`src/rtl/uart_pkg.sv`:
```
// Shared types for the UART transmit scheduler: frame state encoding and line idle level.
package uart_pkg;

    typedef enum logic [2:0] {
        IDLE,
        SYNC,
        START,
        DATA,
        STOP
    } tx_state_t;

    localparam logic UART_IDLE_LVL = 1'b1;

endpackage

```
`src/rtl/uart_tx_sched_if.sv`:
```
// Byte-source handshake bundle: one valid/ready pair and one data byte per requester.
interface uart_tx_sched_if #(
    parameter int N_REQ  = 4,
    parameter int DATA_W = 8
);

    logic [N_REQ-1:0]        req_valid;
    logic [N_REQ*DATA_W-1:0] req_data;
    logic [N_REQ-1:0]        req_ready;

    modport master (
        output req_valid,
        output req_data,
        input  req_ready
    );

    modport slave (
        input  req_valid,
        input  req_data,
        output req_ready
    );

endinterface

```
`src/rtl/uart_rr_arb.sv`:
```
// Combinational round-robin pick: first requester at or above ptr, searching upward with wrap.
module uart_rr_arb #(
    parameter  int N_REQ = 4,
    localparam int IDX_W = $clog2(N_REQ)
) (
    input  logic [N_REQ-1:0] req,
    input  logic [IDX_W-1:0] ptr,
    output logic [N_REQ-1:0] gnt,
    output logic [IDX_W-1:0] idx,
    output logic             any
);

    always_comb begin
        gnt = '0;
        idx = '0;
        any = 1'b0;
        // Walk from the far end back toward ptr so the closest candidate wins last.
        for (int j = N_REQ - 1; j >= 0; j--) begin
            if (req[(int'(ptr) + j) % N_REQ]) begin
                any = 1'b1;
                idx = IDX_W'((int'(ptr) + j) % N_REQ);
            end
        end
        if (any) begin
            gnt[idx] = 1'b1;
        end
    end

endmodule

```
`src/rtl/uart_tx_sched.sv`:
```
// Round-robin UART transmit scheduler: accepts one byte per frame from N_REQ sources and
// serialises it as 8N1/8N2, stepping only on the external 1x baud strobe.
//
// state | meaning
// IDLE  | line high, arbitrating; a valid requester is accepted this cycle
// SYNC  | byte latched, line high, waiting for the first strobe after accept
// START | start bit (low) on the line
// DATA  | data bits on the line, LSB first
// STOP  | stop bit(s) on the line
module uart_tx_sched
    import uart_pkg::*;
#(
    parameter  int N_REQ     = 4,
    parameter  int DATA_W    = 8,
    parameter  int STOP_BITS = 1,
    localparam int GRANT_W   = $clog2(N_REQ)
) (
    input  logic               clk,
    input  logic               rst_n,
    input  logic               stb_baud,
    uart_tx_sched_if.slave     req,
    output logic               serial_out,
    output logic               busy,
    output logic [GRANT_W-1:0] grant_id
);

    localparam int BIT_W = $clog2(DATA_W);

    tx_state_t          state, state_nxt;
    logic [DATA_W-1:0]  shift_q, shift_nxt;
    logic [BIT_W-1:0]   bit_cnt, bit_cnt_nxt;
    logic               stop_cnt, stop_cnt_nxt;
    logic               serial_nxt;
    logic               busy_nxt;
    logic [GRANT_W-1:0] grant_nxt;
    logic [GRANT_W-1:0] rr_ptr, rr_ptr_nxt;

    logic [N_REQ-1:0]   arb_gnt;
    logic [GRANT_W-1:0] arb_idx;
    logic               arb_any;

    uart_rr_arb #(
        .N_REQ (N_REQ)
    ) u_arb (
        .req (req.req_valid),
        .ptr (rr_ptr),
        .gnt (arb_gnt),
        .idx (arb_idx),
        .any (arb_any)
    );

    // Gated by rst_n as well, since the async reset forces IDLE while requesters may be valid.
    assign req.req_ready = (rst_n && state == IDLE) ? arb_gnt : '0;

    always_ff @(posedge clk or negedge rst_n) begin
        if (!rst_n) begin
            state      <= IDLE;
            shift_q    <= '0;
            bit_cnt    <= '0;
            stop_cnt   <= 1'b0;
            serial_out <= UART_IDLE_LVL;
            busy       <= 1'b0;
            grant_id   <= '0;
            rr_ptr     <= '0;
        end else begin
            state      <= state_nxt;
            shift_q    <= shift_nxt;
            bit_cnt    <= bit_cnt_nxt;
            stop_cnt   <= stop_cnt_nxt;
            serial_out <= serial_nxt;
            busy       <= busy_nxt;
            grant_id   <= grant_nxt;
            rr_ptr     <= rr_ptr_nxt;
        end
    end

    always_comb begin
        state_nxt    = state;
        shift_nxt    = shift_q;
        bit_cnt_nxt  = bit_cnt;
        stop_cnt_nxt = stop_cnt;
        serial_nxt   = serial_out;
        busy_nxt     = busy;
        grant_nxt    = grant_id;
        rr_ptr_nxt   = rr_ptr;

        case (state)
            IDLE: begin
                if (arb_any) begin
                    shift_nxt  = req.req_data[int'(arb_idx)*DATA_W +: DATA_W];
                    grant_nxt  = arb_idx;
                    rr_ptr_nxt = (int'(arb_idx) == N_REQ - 1) ? '0 : arb_idx + GRANT_W'(1);
                    busy_nxt   = 1'b1;
                    state_nxt  = SYNC;
                end
            end
            SYNC: begin
                if (stb_baud) begin
                    serial_nxt = 1'b0;
                    state_nxt  = START;
                end
            end
            START: begin
                if (stb_baud) begin
                    serial_nxt  = shift_q[0];
                    bit_cnt_nxt = '0;
                    state_nxt   = DATA;
                end
            end
            DATA: begin
                if (stb_baud) begin
                    if (bit_cnt == BIT_W'(DATA_W - 1)) begin
                        serial_nxt   = UART_IDLE_LVL;
                        stop_cnt_nxt = 1'b0;
                        state_nxt    = STOP;
                    end else begin
                        shift_nxt   = shift_q >> 1;
                        serial_nxt  = shift_q[1];
                        bit_cnt_nxt = bit_cnt + BIT_W'(1);
                    end
                end
            end
            STOP: begin
                if (stb_baud) begin
                    if (stop_cnt == 1'(STOP_BITS - 1)) begin
                        busy_nxt  = 1'b0;
                        state_nxt = IDLE;
                    end else begin
                        stop_cnt_nxt = stop_cnt + 1'b1;
                    end
                end
            end
            default: begin
                serial_nxt = UART_IDLE_LVL;
                busy_nxt   = 1'b0;
                state_nxt  = IDLE;
            end
        endcase
    end

endmodule

```
`src/flat_wrapper.sv`:
```
// flat-port wrapper written by rule: the top's interface ports become plain ports
module uart_tx_sched_flat import uart_pkg::*;
#(
    parameter  int N_REQ     = 4,
    parameter  int DATA_W    = 8,
    parameter  int STOP_BITS = 1,
    localparam int GRANT_W   = $clog2(N_REQ)
)
  (clk, rst_n, stb_baud, serial_out, busy, grant_id, req_req_valid, req_req_data, req_req_ready);
  uart_tx_sched_if #(.N_REQ(N_REQ), .DATA_W(DATA_W)) req_i ();
  input  logic clk;
  input  logic rst_n;
  input  logic stb_baud;
  output logic serial_out;
  output logic busy;
  output logic [GRANT_W-1:0] grant_id;
  input wire logic [$bits(req_i.req_valid)-1:0] req_req_valid;
  input wire logic [$bits(req_i.req_data)-1:0] req_req_data;
  output wire logic [$bits(req_i.req_ready)-1:0] req_req_ready;
  assign req_i.req_valid = req_req_valid;
  assign req_i.req_data = req_req_data;
  assign req_req_ready = req_i.req_ready;
  uart_tx_sched #(.N_REQ(N_REQ), .DATA_W(DATA_W), .STOP_BITS(STOP_BITS)) u_core (.clk(clk), .rst_n(rst_n), .stb_baud(stb_baud), .req(req_i), .serial_out(serial_out), .busy(busy), .grant_id(grant_id));
endmodule
```
`config.mk`:
```
export PLATFORM = sky130hd
export DESIGN_NAME = uart_tx_sched_flat
export DESIGN_NICKNAME = d
export VERILOG_FILES = /design/src/rtl/uart_pkg.sv /design/src/rtl/uart_tx_sched_if.sv /design/src/rtl/uart_rr_arb.sv /design/src/rtl/uart_tx_sched.sv /design/src/flat_wrapper.sv
export SDC_FILE = /design/constraint.sdc
export NUM_CORES = 1
export LEC_CHECK = 0
export CAP_MARGIN = 20
export CORE_MARGIN = 2
export CORE_UTILIZATION = 38
export DETAILED_ROUTE_END_ITERATION = 10
export PLACE_DENSITY = 0.74
export SYNTH_ARGS = -nofsm -noshare
export SYNTH_HDL_FRONTEND = slang
export SYNTH_HIERARCHICAL = 1
export SYNTH_SLANG_ARGS = --single-unit
```
`constraint.sdc`:
```
create_clock -name clk -period 2 [get_ports clk]
set_input_delay 0.3 -clock clk [delete_from_list [all_inputs] [get_ports clk]]
set_output_delay 0.3 -clock clk [all_outputs]
set_load 0.1 [all_outputs]
```
==> Flow_metrics.wiki <==
{| class="wikitable"
! Metric !! Value
|-
| Run status || complete, no violations
|-
| Die extent in y || 64.8 µm
|-
| Area occupied by registers || 504 µm²
|-
| CTS tree || done
|-
| Cell area after synthesis || 1410 µm²
|-
| Pin count of the biggest net entering global routing || 21
|-
| Antenna diode instance count || 0
|-
| Worst Reg-to-Reg Cells || 7
|-
| Number of warnings printed during yosys synthesis || 6
|-
| Peak supply drop || 0.00110 V
|-
| Clock insertion delay at the later pin of the skew report || 0.25 ns
|-
| Final setup viols || 0
|-
| Routed wire length per instance || 16.4 µm
|-
| Clock root buffer || sky130_fd_sc_hd__clkbuf_8
|-
| CP arrival || 2.08 ns
|-
| Worst Path Max Fanout || 6
|-
| Proportion of synthesized chip area in sequential cells || a little over a third
|-
| Number of instances in the synthesized netlist || about 130
|-
| Clock transition at the registers of the reported paths || 0.08 ns
|-
| Count of port buffers added during placement || 46
|-
| CP Launch Type || register
|-
| Fillers || ~300
|-
| Vias in the first global route || 1352
|-
| Placeable core area || 3610 µm²
|-
| Fraction of synthesis flops using an asynchronous set or reset pin || 100%
|-
| Placement-stage worst setup slack || -0.522 ns
|-
| Primary flip-flop cell chosen by synthesis mapping || sky130_fd_sc_hd__dfrtp_1
|-
| Final standard cell count with taps included and fillers excluded || 235
|-
| Total power || 2.65 mW
|-
| Drt first pass iters || 4
|-
| Fin nets || 230
|-
| DIE WIDTH || about 65 µm
|-
| Post-route setup slack || roughly 0.063 ns
|-
| Headroom to the max-slew limit || between 30% and 40%
|-
| Synth Area per Inst || ~11 µm²
|-
| Die Area || roughly 4200 µm²
|-
| Worst path required time || 2.15 ns
|-
| Sinks on Clock Net || 20
|-
| Min cycle time layout || around 1.9 ns
|-
| Type of the worst setup path || register to register
|-
| Number of top-level pins || 47
|-
| Share of final-layout standard cells stronger than drive strength 1 || a little under two fifths
|-
| Total cell area at the placement stage || 2050 µm²
|-
| Post-Route Skew || 0.00332 ns
|-
| Total number of vias || 1324
|-
| Transition time at the pin with the least slew margin || slightly above 1 ns
|-
| GRT Resource Usage Total || 19.0%
|-
| Net Count, Synth || 169
|-
| Unrepaired setup endpoints after global routing || yes
|-
| Number of endpoints with negative hold slack in the final report || 0
|-
| Global placer's final weighted congestion || approximately 0.83
|-
| Inst Count DP || approximately 230
|-
| Fmax || 516 MHz
|-
| Count of unique library cells instantiated by Yosys || 39
|-
| Area growth, synth to finish || 56.8%
|-
| Post-DRT Antenna Nets || 0
|-
| Category of the worst setup path capture point || register
|-
| HPWL after detailed placement || a little under 3000 µm
|-
| Area taken by multi-input logic gates || 917 µm²
|-
| Leakage power total || 0.898 nW
|-
| Worst-case clock buffer depth || 2
|-
| Power density of the placed cells || 1200 nW/µm²
|-
| Initial antenna violation count || 0
|-
| Total Wirelength || 3860 µm
|-
| Final instance area || ~2200 µm²
|-
| Number of flops mapped to enable cells by yosys || 0
|-
| Final Slew Violations || 0
|-
| Wire length of the first global-routing pass || a little over 6000 µm
|-
| Max-cap check violation count || 0
|-
| Period Utilization, post-route || 96.8%
|-
| Count of H-tree levels built during CTS || 1
|-
| Post-detailed-route DRC marker count || 0
|-
| GRT Residual Overflow || 0
|-
| Initial cell density of the core || approximately two fifths
|-
| Iteration-0 DRC count of the detailed router || 80
|-
| Number of flip-flops and latches in the synthesized netlist || 20
|-
| Vias per std cell || roughly 5.6
|-
| CTS buffer count || 3
|-
| Placement Rows || 22
|-
| Worst hold path class || input port to asynchronous set/reset pin
|}
## cell type report
cell class | instances | share of cell area (%)
timing repair buffer | 65 | 29.8
clock buffer | 4 | 2.50
sequential | 20 | 22.9
tap | 48 | 2.72
inverter | 3 | 0.511
multi-input combinational | 95 | 41.6
## per-stage QoR
stage | setup TNS [ns] | utilization, % | hold slack, ns
2_1_floorplan | 0 | - | 0.00441
3_3_place_gp | -4.75 | 56.8 | 0.489
3_5_place_dp | -5.88 | 56.8 | 0.502
4_1_cts | 0 | 60.3 | 0.420
5_1_grt | -0.00933 | 61.1 | 0.447
6_report | 0 | 61.1 | 0.414
## repair_timing
action	4_1_cts	5_1_grt
endpoints found under the setup margin	14	15
resized for setup	11	11
buffers inserted	2	1
gates cloned	1	0
hold buffers	0	0
pin swaps	2	2
## critical path, cell delays in order (launching register included)
cell and delay [ns]:
sky130_fd_sc_hd__dfrtp_2 0.44, sky130_fd_sc_hd__nor2b_4 0.06, sky130_fd_sc_hd__nor3b_2 0.15, sky130_fd_sc_hd__o22a_2 0.22, sky130_fd_sc_hd__buf_12 0.14, sky130_fd_sc_hd__mux4_2 0.47, sky130_fd_sc_hd__nand2b_1 0.17, sky130_fd_sc_hd__o221a_1 0.17
## sequential cells by signal, summed over array words and instances, names as in the netlist
| signal | count |
|---|---|
| u_core/grant_id | 2 |
| u_core/bit_cnt | 3 |
| u_core/busy | 1 |
| u_core/rr_ptr | 2 |
| u_core/state | 3 |
| u_core/shift_q | 8 |
| u_core/serial_out | 1 |
## cells in the final DEF (no fill, tap or decap), types with 2 or more instances in the layout
cell,synthesis,routed
sky130_fd_sc_hd__dlygate4sd2_1,0,4
sky130_fd_sc_hd__mux2i_1,2,2
sky130_fd_sc_hd__buf_4,1,20
sky130_fd_sc_hd__nand2b_4,0,4
sky130_fd_sc_hd__nor2b_1,2,2
sky130_fd_sc_hd__mux2_2,7,7
sky130_fd_sc_hd__clkdlybuf4s50_1,0,34
sky130_fd_sc_hd__buf_12,0,6
sky130_fd_sc_hd__a21oi_1,5,5
sky130_fd_sc_hd__and3_1,2,2
sky130_fd_sc_hd__nor2_1,7,7
sky130_fd_sc_hd__nor3_1,5,4
sky130_fd_sc_hd__mux4_2,8,8
sky130_fd_sc_hd__nor2b_4,1,2
sky130_fd_sc_hd__nand2_1,4,4
sky130_fd_sc_hd__nor3b_1,4,3
sky130_fd_sc_hd__o21ai_0,7,6
sky130_fd_sc_hd__and2_2,0,3
sky130_fd_sc_hd__clkbuf_8,0,4
sky130_fd_sc_hd__dfrtp_1,19,17
sky130_fd_sc_hd__nand2b_1,8,4
sky130_fd_sc_hd__ha_1,3,3
sky130_fd_sc_hd__inv_1,3,2
sky130_fd_sc_hd__o31a_1,3,2
sky130_fd_sc_hd__dfrtp_2,0,2
sky130_fd_sc_hd__o221a_1,7,7
## report_power, final
part / leakage, nW / internal (mW) / switching (mW) / total [mW]
Sequential: 0.227 / 0.584 / 0.146 / 0.730
Combinational: 0.643 / 0.804 / 0.810 / 1.61
Clock: 0.0288 / 0.175 / 0.131 / 0.306
Total: 0.898 / 1.56 / 1.09 / 2.65
## metal layers
metal  part of all wire [%]  wire length [µm]  track usage, %
met1                     43              1640            22.9
met2                     52              2000            32.7
met3                    2.6               102            2.26
met4                    2.9               110            10.9
met5                      0                 0               0
## cell families (layout without fill, tap and decap cells)
kind of cell / after synthesis / in the layout / synth area share (%)
AOI/OAI and AO/OA: 30 / 30 / 17.3
adders and majority gates: 3 / 3 / 2.67
buffers and inverters: 12 / 72 / 4.00
DFF: 20 / 20 / 35.7
muxes: 17 / 17 / 19.8
and+or+nand+nor: 45 / 45 / 20.5
## cell usage after synthesis, types with 3 or more instances
cell type | n | area share, %
sky130_fd_sc_hd__dfrtp_1 | 19 | 34
sky130_fd_sc_hd__mux4_2 | 8 | 13
sky130_fd_sc_hd__nand2b_1 | 8 | 3.6
sky130_fd_sc_hd__mux2_2 | 7 | 5.6
sky130_fd_sc_hd__nor2_1 | 7 | 1.9
sky130_fd_sc_hd__o21ai_0 | 7 | 2.5
sky130_fd_sc_hd__o221a_1 | 7 | 5.6
sky130_fd_sc_hd__buf_2 | 6 | 2.1
sky130_fd_sc_hd__a21oi_1 | 5 | 1.8
sky130_fd_sc_hd__nor3_1 | 5 | 1.8
sky130_fd_sc_hd__and2_1 | 4 | 1.8
sky130_fd_sc_hd__nand2_1 | 4 | 1.1
sky130_fd_sc_hd__nor3b_1 | 4 | 2.1
sky130_fd_sc_hd__ha_1 | 3 | 2.7
sky130_fd_sc_hd__inv_1 | 3 | 0.80
sky130_fd_sc_hd__o31a_1 | 3 | 1.9
## path summary, 6_finish.rpt
path,endpoint,start,slack [ns]
max in group asynchronous,u_core/serial_out$_DFFE_PN1P_,rst_n,1.32
max reg2reg,u_core/shift_q[6]$_DFFE_PN0P_,u_core/rr_ptr[0]$_DFFE_PN0P_,0.06
min in group clk,u_core/bit_cnt[1]$_DFFE_PN0P_,u_core/bit_cnt[1]$_DFFE_PN0P_,0.52
min,u_core/shift_q[2]$_DFFE_PN0P_,rst_n,0.41
max,u_core/shift_q[6]$_DFFE_PN0P_,u_core/rr_ptr[0]$_DFFE_PN0P_,0.06
min reg2reg,u_core/bit_cnt[1]$_DFFE_PN0P_,u_core/bit_cnt[1]$_DFFE_PN0P_,0.52
Power figures use the tool's default switching activity.
